## src/rtl/apu_mix_scheduler.sv

```systemverilog
// APU mixer sequencer: one shared 8x8 multiplier scales pulse, triangle and
// noise in turn, accumulates the results with DMC and emits one saturated
// 8-bit sample with a one-cycle valid strobe.
module apu_mix_scheduler #(
  parameter int unsigned MUL_LATENCY = 0,
  parameter logic [7:0]  K_PULSE     = 8'd144,
  parameter logic [7:0]  K_TRI       = 8'd162,
  parameter logic [7:0]  K_NOISE     = 8'd94
) (
  input  logic        clk,
  input  logic        rst,
  input  logic        sample_tick,
  input  logic [3:0]  chan_en,
  input  logic [3:0]  from_pulse1,
  input  logic [3:0]  from_pulse2,
  input  logic [3:0]  from_triangle,
  input  logic [3:0]  from_noise,
  input  logic [6:0]  from_dmc,
  output logic [7:0]  mul_a,
  output logic [7:0]  mul_b,
  input  logic [15:0] mul_p,
  output logic [7:0]  sample_out,
  output logic        sample_valid,
  output logic        busy,
  output logic        overrun
);

  typedef enum logic [2:0] {
    S_IDLE     = 3'd0,
    S_OP_PULSE = 3'd1,
    S_OP_TRI   = 3'd2,
    S_OP_NOISE = 3'd3,
    S_SUM      = 3'd4
  } state_e;

  // Final cycle index within an OP state (each OP lasts 1+MUL_LATENCY cycles).
  localparam logic [1:0] LAST_CNT = 2'(MUL_LATENCY);

  state_e      state_q, state_d;
  logic [1:0]  cnt_q, cnt_d;
  logic [4:0]  pulse_sum_q, pulse_sum_d;
  logic [3:0]  tri_q, tri_d;
  logic [3:0]  noise_q, noise_d;
  logic [6:0]  dmc_q, dmc_d;
  logic [8:0]  acc_q, acc_d;
  logic [7:0]  sample_q, sample_d;
  logic        valid_q, valid_d;
  logic        busy_q, busy_d;
  logic        overrun_q, overrun_d;
  logic [7:0]  mul_a_q, mul_a_d;
  logic [7:0]  mul_b_q, mul_b_d;
  logic        op_last;
  logic        unused_mul_p;

  // Product bits outside the per-channel truncation windows are never used.
  assign unused_mul_p = ^{mul_p[15:13], mul_p[5:0]};

  // Clamp the final sum to the 8-bit DAC range.
  function automatic logic [7:0] sat8(input logic [9:0] v);
    if (v > 10'd255) begin
      return 8'hFF;
    end else begin
      return v[7:0];
    end
  endfunction

  assign op_last = (cnt_q == LAST_CNT);

  // Next-state, operand latching, accumulation and output computation.
  always_comb begin
    state_d     = state_q;
    cnt_d       = cnt_q;
    pulse_sum_d = pulse_sum_q;
    tri_d       = tri_q;
    noise_d     = noise_q;
    dmc_d       = dmc_q;
    acc_d       = acc_q;
    sample_d    = sample_q;
    valid_d     = 1'b0;
    overrun_d   = overrun_q;
    mul_a_d     = 8'd0;
    mul_b_d     = 8'd0;

    // A tick arriving anywhere outside IDLE (SUM included) is dropped but remembered.
    if (sample_tick && (state_q != S_IDLE)) begin
      overrun_d = 1'b1;
    end else begin
      overrun_d = overrun_q;
    end

    case (state_q)
      S_IDLE: begin
        if (sample_tick) begin
          pulse_sum_d = {1'b0, from_pulse1 & {4{chan_en[0]}}}
                      + {1'b0, from_pulse2 & {4{chan_en[1]}}};
          tri_d       = from_triangle & {4{chan_en[2]}};
          noise_d     = from_noise & {4{chan_en[3]}};
          dmc_d       = from_dmc;
          acc_d       = 9'd0;
          cnt_d       = 2'd0;
          state_d     = S_OP_PULSE;
        end else begin
          state_d     = S_IDLE;
        end
      end
      S_OP_PULSE: begin
        if (op_last) begin
          acc_d   = acc_q + {2'b00, mul_p[12:6]};
          cnt_d   = 2'd0;
          state_d = S_OP_TRI;
        end else begin
          cnt_d   = cnt_q + 2'd1;
        end
      end
      S_OP_TRI: begin
        if (op_last) begin
          acc_d   = acc_q + {3'b000, mul_p[11:6]};
          cnt_d   = 2'd0;
          state_d = S_OP_NOISE;
        end else begin
          cnt_d   = cnt_q + 2'd1;
        end
      end
      S_OP_NOISE: begin
        if (op_last) begin
          acc_d   = acc_q + {4'b0000, mul_p[10:6]};
          cnt_d   = 2'd0;
          state_d = S_SUM;
        end else begin
          cnt_d   = cnt_q + 2'd1;
        end
      end
      S_SUM: begin
        sample_d = sat8({1'b0, acc_q} + {3'b000, dmc_q});
        valid_d  = 1'b1;
        state_d  = S_IDLE;
      end
      default: begin
        state_d = S_IDLE;
      end
    endcase

    // Operands are registered from the next state so they are stable for the whole OP state.
    case (state_d)
      S_OP_PULSE: begin
        mul_a_d = {3'b000, pulse_sum_d};
        mul_b_d = K_PULSE;
      end
      S_OP_TRI: begin
        mul_a_d = {4'b0000, tri_d};
        mul_b_d = K_TRI;
      end
      S_OP_NOISE: begin
        mul_a_d = {4'b0000, noise_d};
        mul_b_d = K_NOISE;
      end
      default: begin
        mul_a_d = 8'd0;
        mul_b_d = 8'd0;
      end
    endcase

    busy_d = (state_d != S_IDLE);
  end

  // State and output registers with synchronous reset.
  always_ff @(posedge clk) begin
    if (rst) begin
      state_q     <= S_IDLE;
      cnt_q       <= 2'd0;
      pulse_sum_q <= 5'd0;
      tri_q       <= 4'd0;
      noise_q     <= 4'd0;
      dmc_q       <= 7'd0;
      acc_q       <= 9'd0;
      sample_q    <= 8'd0;
      valid_q     <= 1'b0;
      busy_q      <= 1'b0;
      overrun_q   <= 1'b0;
      mul_a_q     <= 8'd0;
      mul_b_q     <= 8'd0;
    end else begin
      state_q     <= state_d;
      cnt_q       <= cnt_d;
      pulse_sum_q <= pulse_sum_d;
      tri_q       <= tri_d;
      noise_q     <= noise_d;
      dmc_q       <= dmc_d;
      acc_q       <= acc_d;
      sample_q    <= sample_d;
      valid_q     <= valid_d;
      busy_q      <= busy_d;
      overrun_q   <= overrun_d;
      mul_a_q     <= mul_a_d;
      mul_b_q     <= mul_b_d;
    end
  end

  assign mul_a        = mul_a_q;
  assign mul_b        = mul_b_q;
  assign sample_out   = sample_q;
  assign sample_valid = valid_q;
  assign busy         = busy_q;
  assign overrun      = overrun_q;

endmodule
```

## config.mk

```make
export PLATFORM = sky130hd
export DESIGN_NAME = apu_mix_scheduler
export DESIGN_NICKNAME = d
export VERILOG_FILES = /design/src/rtl/apu_mix_scheduler.sv
export SDC_FILE = /design/constraint.sdc
export NUM_CORES = 1
export LEC_CHECK = 0
export ABC_AREA = 1
export CAP_MARGIN = 20
export CORE_ASPECT_RATIO = 1.25
export CORE_MARGIN = 2
export CORE_UTILIZATION = 40
export DETAILED_ROUTE_END_ITERATION = 8
export PLACE_DENSITY = 0.77
export SETUP_SLACK_MARGIN = 0.15
export SLEW_MARGIN = 20
export SYNTH_ARGS = -nofsm -noshare
export SYNTH_HDL_FRONTEND = slang
export SYNTH_SLANG_ARGS = --single-unit
export TNS_END_PERCENT = 50
```

## constraint.sdc

```tcl
create_clock -name clk -period 1.57 [get_ports clk]
set_input_delay 0.314 -clock clk [delete_from_list [all_inputs] [get_ports clk]]
set_output_delay 0.314 -clock clk [all_outputs]
set_load 0.05 [all_outputs]
```

Word level (Yosys, flattened, before mapping):

Index checks and enable logic that the tools add are counted.

* bits in registers: 61
* output and inout bits: 27
* logic and storage cells: 69

* add/subtract/negate cells: 6
* $lt $le $gt $ge: 1
* equality and inequality tests: 11
* multiplexer cells: 23
* bitwise operators: 4
* reductions and logical operators: 11

Operators with widths (count)
* 9-bit two-way mux: 4
* 9-bit case mux with 4 select lines: 1
* 8-bit case mux with 3 select lines: 1
* 4-bit bitwise AND: 4
* 4-bit two-way mux: 4
* 5-bit case mux with 3 select lines: 1
* 3-bit by 2-bit equality test with 1-bit output (second input constant): 4
* 3-bit case mux with 4 select lines: 1
* 9-bit by 7-bit adder with 10-bit output: 1
* 10-bit by 8-bit greater-than comparator with 1-bit output (second input constant): 1
* 5-bit two-way mux: 2
* 9-bit by 5-bit adder with 9-bit output: 1
* 9-bit by 6-bit adder with 9-bit output: 1
* 9-bit by 7-bit adder with 9-bit output: 1
* 3-bit two-way mux: 3
* 8-bit two-way mux: 1
* 2-bit inequality test (second input constant): 4
* 3-bit by 1-bit equality test with 1-bit output (second input constant): 2
* 3-bit nonzero test: 2
* 4-bit by 4-bit adder with 5-bit output: 1
* 5-bit AND reduction: 1
* 2-bit two-way mux: 2
* 2-bit case mux with 2 select lines: 1
* 2-bit AND reduction: 2
* 9 further kinds: 10

Longest topological paths before layout:

Gate-level depths: netlist of run 1.

* depth in word-level cells: 5
* gate-level depth with buffers: 14
* depth with buffers taken out: 13

Worst setup path before layout of run 1:

No wires, ideal clock.

* path type: flip-flop to flip-flop
* start: register dmc_q[0]
* end: register sample_q[0] (netlist: sample_out[0])
* library setup time: 0.118 ns
* data arrival time: 1.591 ns
* required time: 1.452 ns
* path slack: -0.138 ns
* cell stages (with the launch flop): 11
* path buffers: 0
* clock period less this slack: 1.708 ns
* path through: dfxtp_1 ha_1 fa_1 nand3_1 nand3_1 nand2_1 nand2_1 nand2_1 nand3_1 nor2_1 nor2_1

* word-level cells in the longest chain between the ends: 3

Ends and longest elaborated chain
* start, declared: line 44 `logic [6:0] dmc_q, dmc_d;`
* start signal, assigned: line 188 `dmc_q <= dmc_d;`
* 9-bit by 7-bit adder with 10-bit output *: line 134 `sample_d = sat8({1'b0, acc_q} + {3'b000, dmc_q});`
* 10-bit by 8-bit greater-than comparator with 1-bit output: line 60 `if (v > 10'd255) begin`
* 8-bit two-way mux *: line 60
* end signal, assigned: line 190 `sample_q <= sample_d;`
* end, declared: line 46 `logic [7:0] sample_q, sample_d;`

Mark *: on every way between the ends. The rest lies on a longest branch, timed or not.
A chain may end at the register's enable or synchronous reset.

Worst setup path in the final report of run 1:

* start: register state_q[1]
* end: register acc_q[7]

* word-level cells in the longest chain between the ends: 3
* elaborated cells on any way between the ends: 11

Ends and longest elaborated chain
* start, declared: line 39 `state_e state_q, state_d;`
* start signal, assigned: line 183 `state_q <= state_d;`
* 3-bit by 2-bit equality test with 1-bit output, or another cell as far along: line 91 `case (state_q)`
* 4-bit nonzero test (no line) / 2-bit inequality test (equally long branches)
* 5-bit AND reduction (no line)
* end signal, assigned: line 175 `acc_q <= 9'd0;`
* end signal, assigned: line 189 `acc_q <= acc_d;`
* end, declared: line 45 `logic [8:0] acc_q, acc_d;`

Parallel ways exist; a longest one is shown, timed or not.

==> impl_metrics.csv, run 1 <==
group,metric,value,unit
outcome,status,"complete, but fails checks",
outcome,violations,"setup timing",
clock_network,root_buffer,"clkbuf_8",
routing,vias_per_cell,5.09,
grt,grt_use_total,19.1,%
grt,grt_pass1_wl,13500,µm
final_layout,nFillCells,585,
power,irDropWorstVdd,0.686,mV
worst_setup_path,crit_type,"register to register",
hold_path,hold_class,"register to register",
synthesis,syn-cell-area,0.00314,mm²
clock_network,cts-htree-levels,2,
die,dieHeight,103,µm
power,finalPower,4.96,mW
synthesis,ys_types,33,
grt,grt_remaining_overflow,0,
die,rows,36,
worst_setup_path,start_kind,"register",
sta,timing.final.crit_period,1670,ps
final_layout,area_delta_synth_final,55.5,%
worst_setup_path,critPathCaptureType,"register",
die,die_width,83.2,µm
power,p_leak,2.27,nW
worst_setup_path,cp_top_family,"compound AO/OA/AOI/OAI gates",
routing,drt_iter0_drc,169,
synthesis,syn_inst,462,
routing,dr_total_vias,3396,
run,drv_cap,0,
clock_network,cts_buffer_depth,2,
grt,grt_max_degree,35,
sta,period_share,106,%
worst_setup_path,crit_buf_inv,1,
sta,slew_viol_final,0,
routing,drt-pass1-iter-count,4,
die,start_util,40.7,%
clock_network,cts_buffers,5,
grt,antenna_found_initial,0,
final_layout,fin_util,63.4,%
grt,grt_pass1_vias,3254,
clock_network,cts.reportedPaths.clkPinSlew,110,ps
sta,hold_violations,0,
sta,fmax,599,MHz
final_layout,n_antenna_cell,0,
place,hpwlAfterDp,5950,µm
worst_setup_path,max_stage_delay,350,ps
routing,antenna_left,0,
synthesis,synth_warnings,0,
place,place_area,0.00415,mm²
final_layout,drive_gt1_share,35.7,%
synthesis,ys_ff_latch,55,
worst_setup_path,cp_max_fo,5,
routing,drc_errors,0,
routing,routed_wl,9700,µm
sta,clock_skew,9.59,ps
synthesis,seq_area_frac_synth,35.1,%
clock_network,clock_sinks,55,
worst_setup_path,crit_chain,"buf_6 > a21boi_1 > ha_1 > nand2_1 > o21ai_1 > nor2_1 > nand2_1 > a21oi_1 > nor2_1",
sta,setup_ws,-99.7,ps
power,p_per_area,1020,mW/mm²
clock_network,cts_hold_repair.buffers,0,
sta,setup_viol_count_final,13,
worst_setup_path,worst-endpoint-required,1790,ps
synthesis,synth-edff-count,0,
sta,fin_hold_ws,479,ps
synthesis,syn-mean-instance-area,6.79,µm²
clock_network,clock_latency,320,ps
routing,wl_per_cell,14.5,µm
die,die_area,0.00857,mm²
sta,grt_setup_unrepaired,"true",
synthesis,ys.flop_type,"dfxtp_1",
clock_network,tritoncts,"yes",
final_layout,fin_nets,640,
worst_setup_path,cp.arrival,1890,ps
die,coreArea,0.00770,mm²
final_layout,design_area,0.00488,mm²
die,num_io_pins,73,
synthesis,async_reset_ff_share,0,%
worst_setup_path,crit_slowest_cell,"dfxtp_2",
place,io_buffers,59,
place,gp_congestion,0.908,
==> per-stage QoR <==
stage | std cells | TNS, ps | setup WS [ps]
2_1_floorplan | 465 | -59.1 | -59.1
3_3_place_gp | 646 | -6920 | -520
3_5_place_dp | 646 | -7860 | -598
4_1_cts | 657 | -725 | -81.6
5_1_grt | 667 | -1940 | -180
6_report | 667 | -740 | -99.7
==> path summary, 6_finish.rpt <==
path | start | to | slack [ps] | depth (start not counted)
setup / recovery | state_q[1] | acc_q[7] | -100 | 9
hold / removal | cnt_q[1] | cnt_q[1] | 480 | 2
setup reg to reg | state_q[1] | acc_q[7] | -100 | 9
hold reg to reg | cnt_q[1] | cnt_q[1] | 480 | 2
==> layer usage <==
metal / vias to the layer above / global-route usage, % / routed length [µm]
met2: 115 / 38.4 / 5400
met3: 26 / 3.28 / 427
met5: - / 0 / 0
li1: 1674 / - / -
met1: 1581 / 19.5 / 3650
met4: 0 / 7.94 / 231
==> synth_stat cells (2+ instances only) <==
master      n  area share (%)
a21boi_0    2            0.48
a21oi_1    30             4.8
a31oi_1     3            0.60
buf_4       9             2.2
buf_6       3             1.1
clkbuf_1    5            0.60
dfxtp_1    55              35
fa_1        3             1.9
ha_1       20             8.0
inv_1      63             7.5
inv_2       4            0.48
nand2_1   138              17
nand2_2     2            0.40
nand3_1    31             4.9
nand4_1     7             1.4
nor2_1     43             5.1
nor2_4      2            0.72
nor3_1      5            0.80
o21ai_0    19             3.0
o21ai_1     2            0.32
xnor2_1     4             1.1
==> timing repair <==
action                                  CTS  global route
cloned                                    0             1
resized for setup                        57           112
setup buffers                             3             9
pin swaps                                29            40
endpoints found under the setup margin   31            34
==> layout by cell type, fill, tap and decap left out, types with 7 or more instances in the layout <==
cell type,Yosys,layout
nand2_1,138,110
buf_4,9,57
inv_1,63,50
dfxtp_1,55,47
nor2_1,43,39
clkdlybuf4s50_1,0,26
nand2_2,2,23
a21oi_1,30,22
nand3_1,31,17
inv_2,4,14
nand3_2,1,13
ha_4,0,12
buf_12,0,11
o21ai_0,19,10
buf_6,3,10
ha_1,20,8
nand2_4,0,7
a21oi_2,1,7
nand4_1,7,7
==> flip-flops by register name, summed over array words and instances (netlist names) <==
| register | count |
|---|---|
| acc_q | 9 |
| busy | 1 |
| cnt_q | 2 |
| dmc_q | 7 |
| mul_a | 5 |
| mul_b | 5 |
| noise_q | 4 |
| overrun | 1 |
| pulse_sum_q | 5 |
| sample_out | 8 |
| sample_valid | 1 |
| state_q | 3 |
| tri_q | 4 |
==> cell families after synthesis <==
group / Yosys count / share of synthesized area [%]
xor gates and xnor gates: 5 / 1.40
DFF: 55 / 35.1
and+or+nand+nor: 231 / 30.7
AOI/OAI and AO/OA: 62 / 10.8
adders and majority gates: 23 / 9.89
other: 1 / 0.120
buffers and inverters: 85 / 12.0
==> final cells by class <==
type,count,area (µm²),area share [%]
multi-input cells,325,2140,43.9
well taps,95,119,2.44
repair inverters,1,8.76,0.179
inverters,67,269,5.51
clock inverters,3,23.8,0.487
repair buffers,116,1130,23.1
flip-flops and latches,55,1120,22.9
clock buffers,5,68.8,1.41
==> power breakdown <==
part	switching, mW	internal, mW
Sequential	0.122	1.56
Combinational	1.37	1.08
Clock	0.515	0.321
==> worst reg2reg max path, cell delays in order, from the launching register on <==
cell,delay (ps)
dfxtp_2,350
buf_6,130
a21boi_1,220
ha_1,340
nand2_1,100
o21ai_1,70
nor2_1,80
nand2_1,80
a21oi_1,130
nor2_1,60
No activity file was read; power rests on OpenSTA's default activity.
==> run 2, diff against run 1 <==
Settings changed: GPL_ROUTABILITY_DRIVEN set to 0, PLACE_DENSITY 0.77 to 0.74, TNS_END_PERCENT 50 to unset.
Clock period 1.57 ns to 1.6 ns, I/O delays scaled along.
==> run 2 against run 1 <==
Effect of this change: the flow still finishes with violations (setup timing); maximum frequency shrank 2.2%; utilization grew 2.2 points; total power grew 5.5%; non-clock buffer count grew 12; first-iteration DRC count shrank 3.0%; setup slack lost 7.1 ps; via count grew 2.5%; final cell count grew 1.6%; largest power group unchanged; highest routed layer unchanged.
==> impl_metrics.csv, run 2 (synthesis results as in run 1) <==
group,metric,value,unit
sta,fmax,586,MHz
grt,antenna_found_initial,0,
clock_network,cts_buffer_depth,2,
power,p_leak,2.38,nW
final_layout,drive_gt1_share,39.6,%
clock_network,cts-htree-levels,2,
final_layout,fin_util,65.5,%
grt,grt_max_degree,24,
sta,setup_viol_count_final,17,
clock_network,clock_sinks,55,
final_layout,largest_register,"acc_q",
routing,vias_per_cell,5.13,
grt,grt_remaining_overflow,0,
worst_setup_path,worst-endpoint-required,1810,ps
die,rows,36,
final_layout,fin_nets,651,
place,hpwlAfterDp,5950,µm
worst_setup_path,cp_max_fo,5,
sta,slew_viol_final,0,
clock_network,root_buffer,"clkbuf_8",
die,die_area,0.00857,mm²
place,dpl_worst_slack,-541,ps
die,start_util,40.7,%
final_layout,final_cell_mix,"nand2_1 (102), buf_4 (65), inv_1 (53)",
worst_setup_path,critPathCaptureType,"register",
outcome,violations,"setup timing",
routing,wl_per_cell,14.8,µm
outcome,status,"complete, but fails checks",
die,coreArea,0.00770,mm²
grt,grt_use_total,19.2,%
die,die_width,83.2,µm
power,p_per_area,1040,mW/mm²
power,irDropWorstVdd,0.624,mV
routing,dr_total_vias,3480,
worst_setup_path,cp.arrival,1920,ps
sta,grt_setup_unrepaired,"true",
routing,routed_wl,10000,µm
clock_network,cts.reportedPaths.clkPinSlew,110,ps
routing,drt-pass1-iter-count,4,
sta,timing.final.crit_period,1710,ps
clock_network,clock_latency,320,ps
sta,period_share,107,%
die,num_io_pins,73,
sta,clock_skew,8.66,ps
grt,grt_pass1_wl,13700,µm
final_layout,largest_register_ffs,9,
place,io_buffers,59,
final_layout,n_antenna_cell,0,
hold_path,hold_class,"register to register",
clock_network,cts_hold_repair.buffers,0,
final_layout,area_delta_synth_final,60.9,%
die,dieHeight,103,µm
routing,antenna_left,0,
routing,drc_errors,0,
sta,setup_ws,-107,ps
clock_network,cts_buffers,5,
clock_network,tritoncts,"yes",
worst_setup_path,start_kind,"register",
final_layout,layout_commonest_cell,"nand2_1",
grt,grt_pass1_vias,3294,
routing,drt_iter0_drc,164,
sta,hold_violations,0,
sta,fin_tns_setup,-786,ps
run,drv_cap,0,
worst_setup_path,crit_type,"register to register",
==> run 2: path summary, 6_finish.rpt <==
check        depth (start not counted)        from       end  slack [ps]
max                                 13  state_q[0]  acc_q[8]        -110
max reg2reg                         13  state_q[0]  acc_q[8]        -110
min                                  2    cnt_q[0]  cnt_q[0]         470
min reg2reg                          2    cnt_q[0]  cnt_q[0]         470
==> run 2: repair_timing <==
item	CTS	global route
endpoints found under the hold margin	0	0
gates resized for setup	77	123
setup buffers	9	18
setup endpoints to repair	32	48
pin swaps	30	46
==> run 2: layer usage <==
layer  share of wire (%)  GRT usage, %  vias up
li1                    -             -     1691
met1                  37          21.4     1617
met2                  55          36.7      133
met3                 4.9          3.44       39
met4                 3.5          7.44        0
met5                   0             0        -
==> run 2: cell type report <==
cell class	count	area (µm²)
Fill cell	554	2650
Multi-Input combinational cell	325	2240
Timing Repair Buffer	128	1200
Sequential cell	55	1120
Inverter	67	283
Tap cell	95	119
Clock buffer	5	68.8
Clock inverter	3	23.8
==> run 2: report_power, final <==
| part | total [mW] | switching (mW) | internal [mW] | leakage [nW] |
|---|---|---|---|---|
| registers | 1.65 | 0.125 | 1.53 | 0.452 |
| logic | 2.75 | 1.50 | 1.26 | 1.88 |
| clock network | 0.831 | 0.513 | 0.318 | 0.0461 |
==> run 2: critical path, stage by stage, from the launching register on <==
cell and delay (ps):
dfxtp_2 370, nand2_2 80, nor2_4 150, nor2_4 50
ha_4 300, nand2_2 60, nor2_1 100, nand2_1 70
nand3_1 100, nand2_2 70, nand2_1 90, nand3_1 60
nand2_1 70, nor2_1 40
==> run 2: metrics by stage <==
step	cell area (µm²)	hold slack (ps)	instances	power, mW
2_1_floorplan	3190	439	465	2.78
3_3_place_gp	4060	447	645	3.40
3_5_place_dp	4060	459	645	3.44
4_1_cts	4450	475	662	4.50
5_1_grt	5050	508	678	5.48
6_report	5050	470	678	5.24
==> run 3, diff against run 2 <==
Settings changed: SLEW_MARGIN 20 to 5.
==> results of run 3 <==
No change in the layout: final DEF, timing and power equal those of run 2.
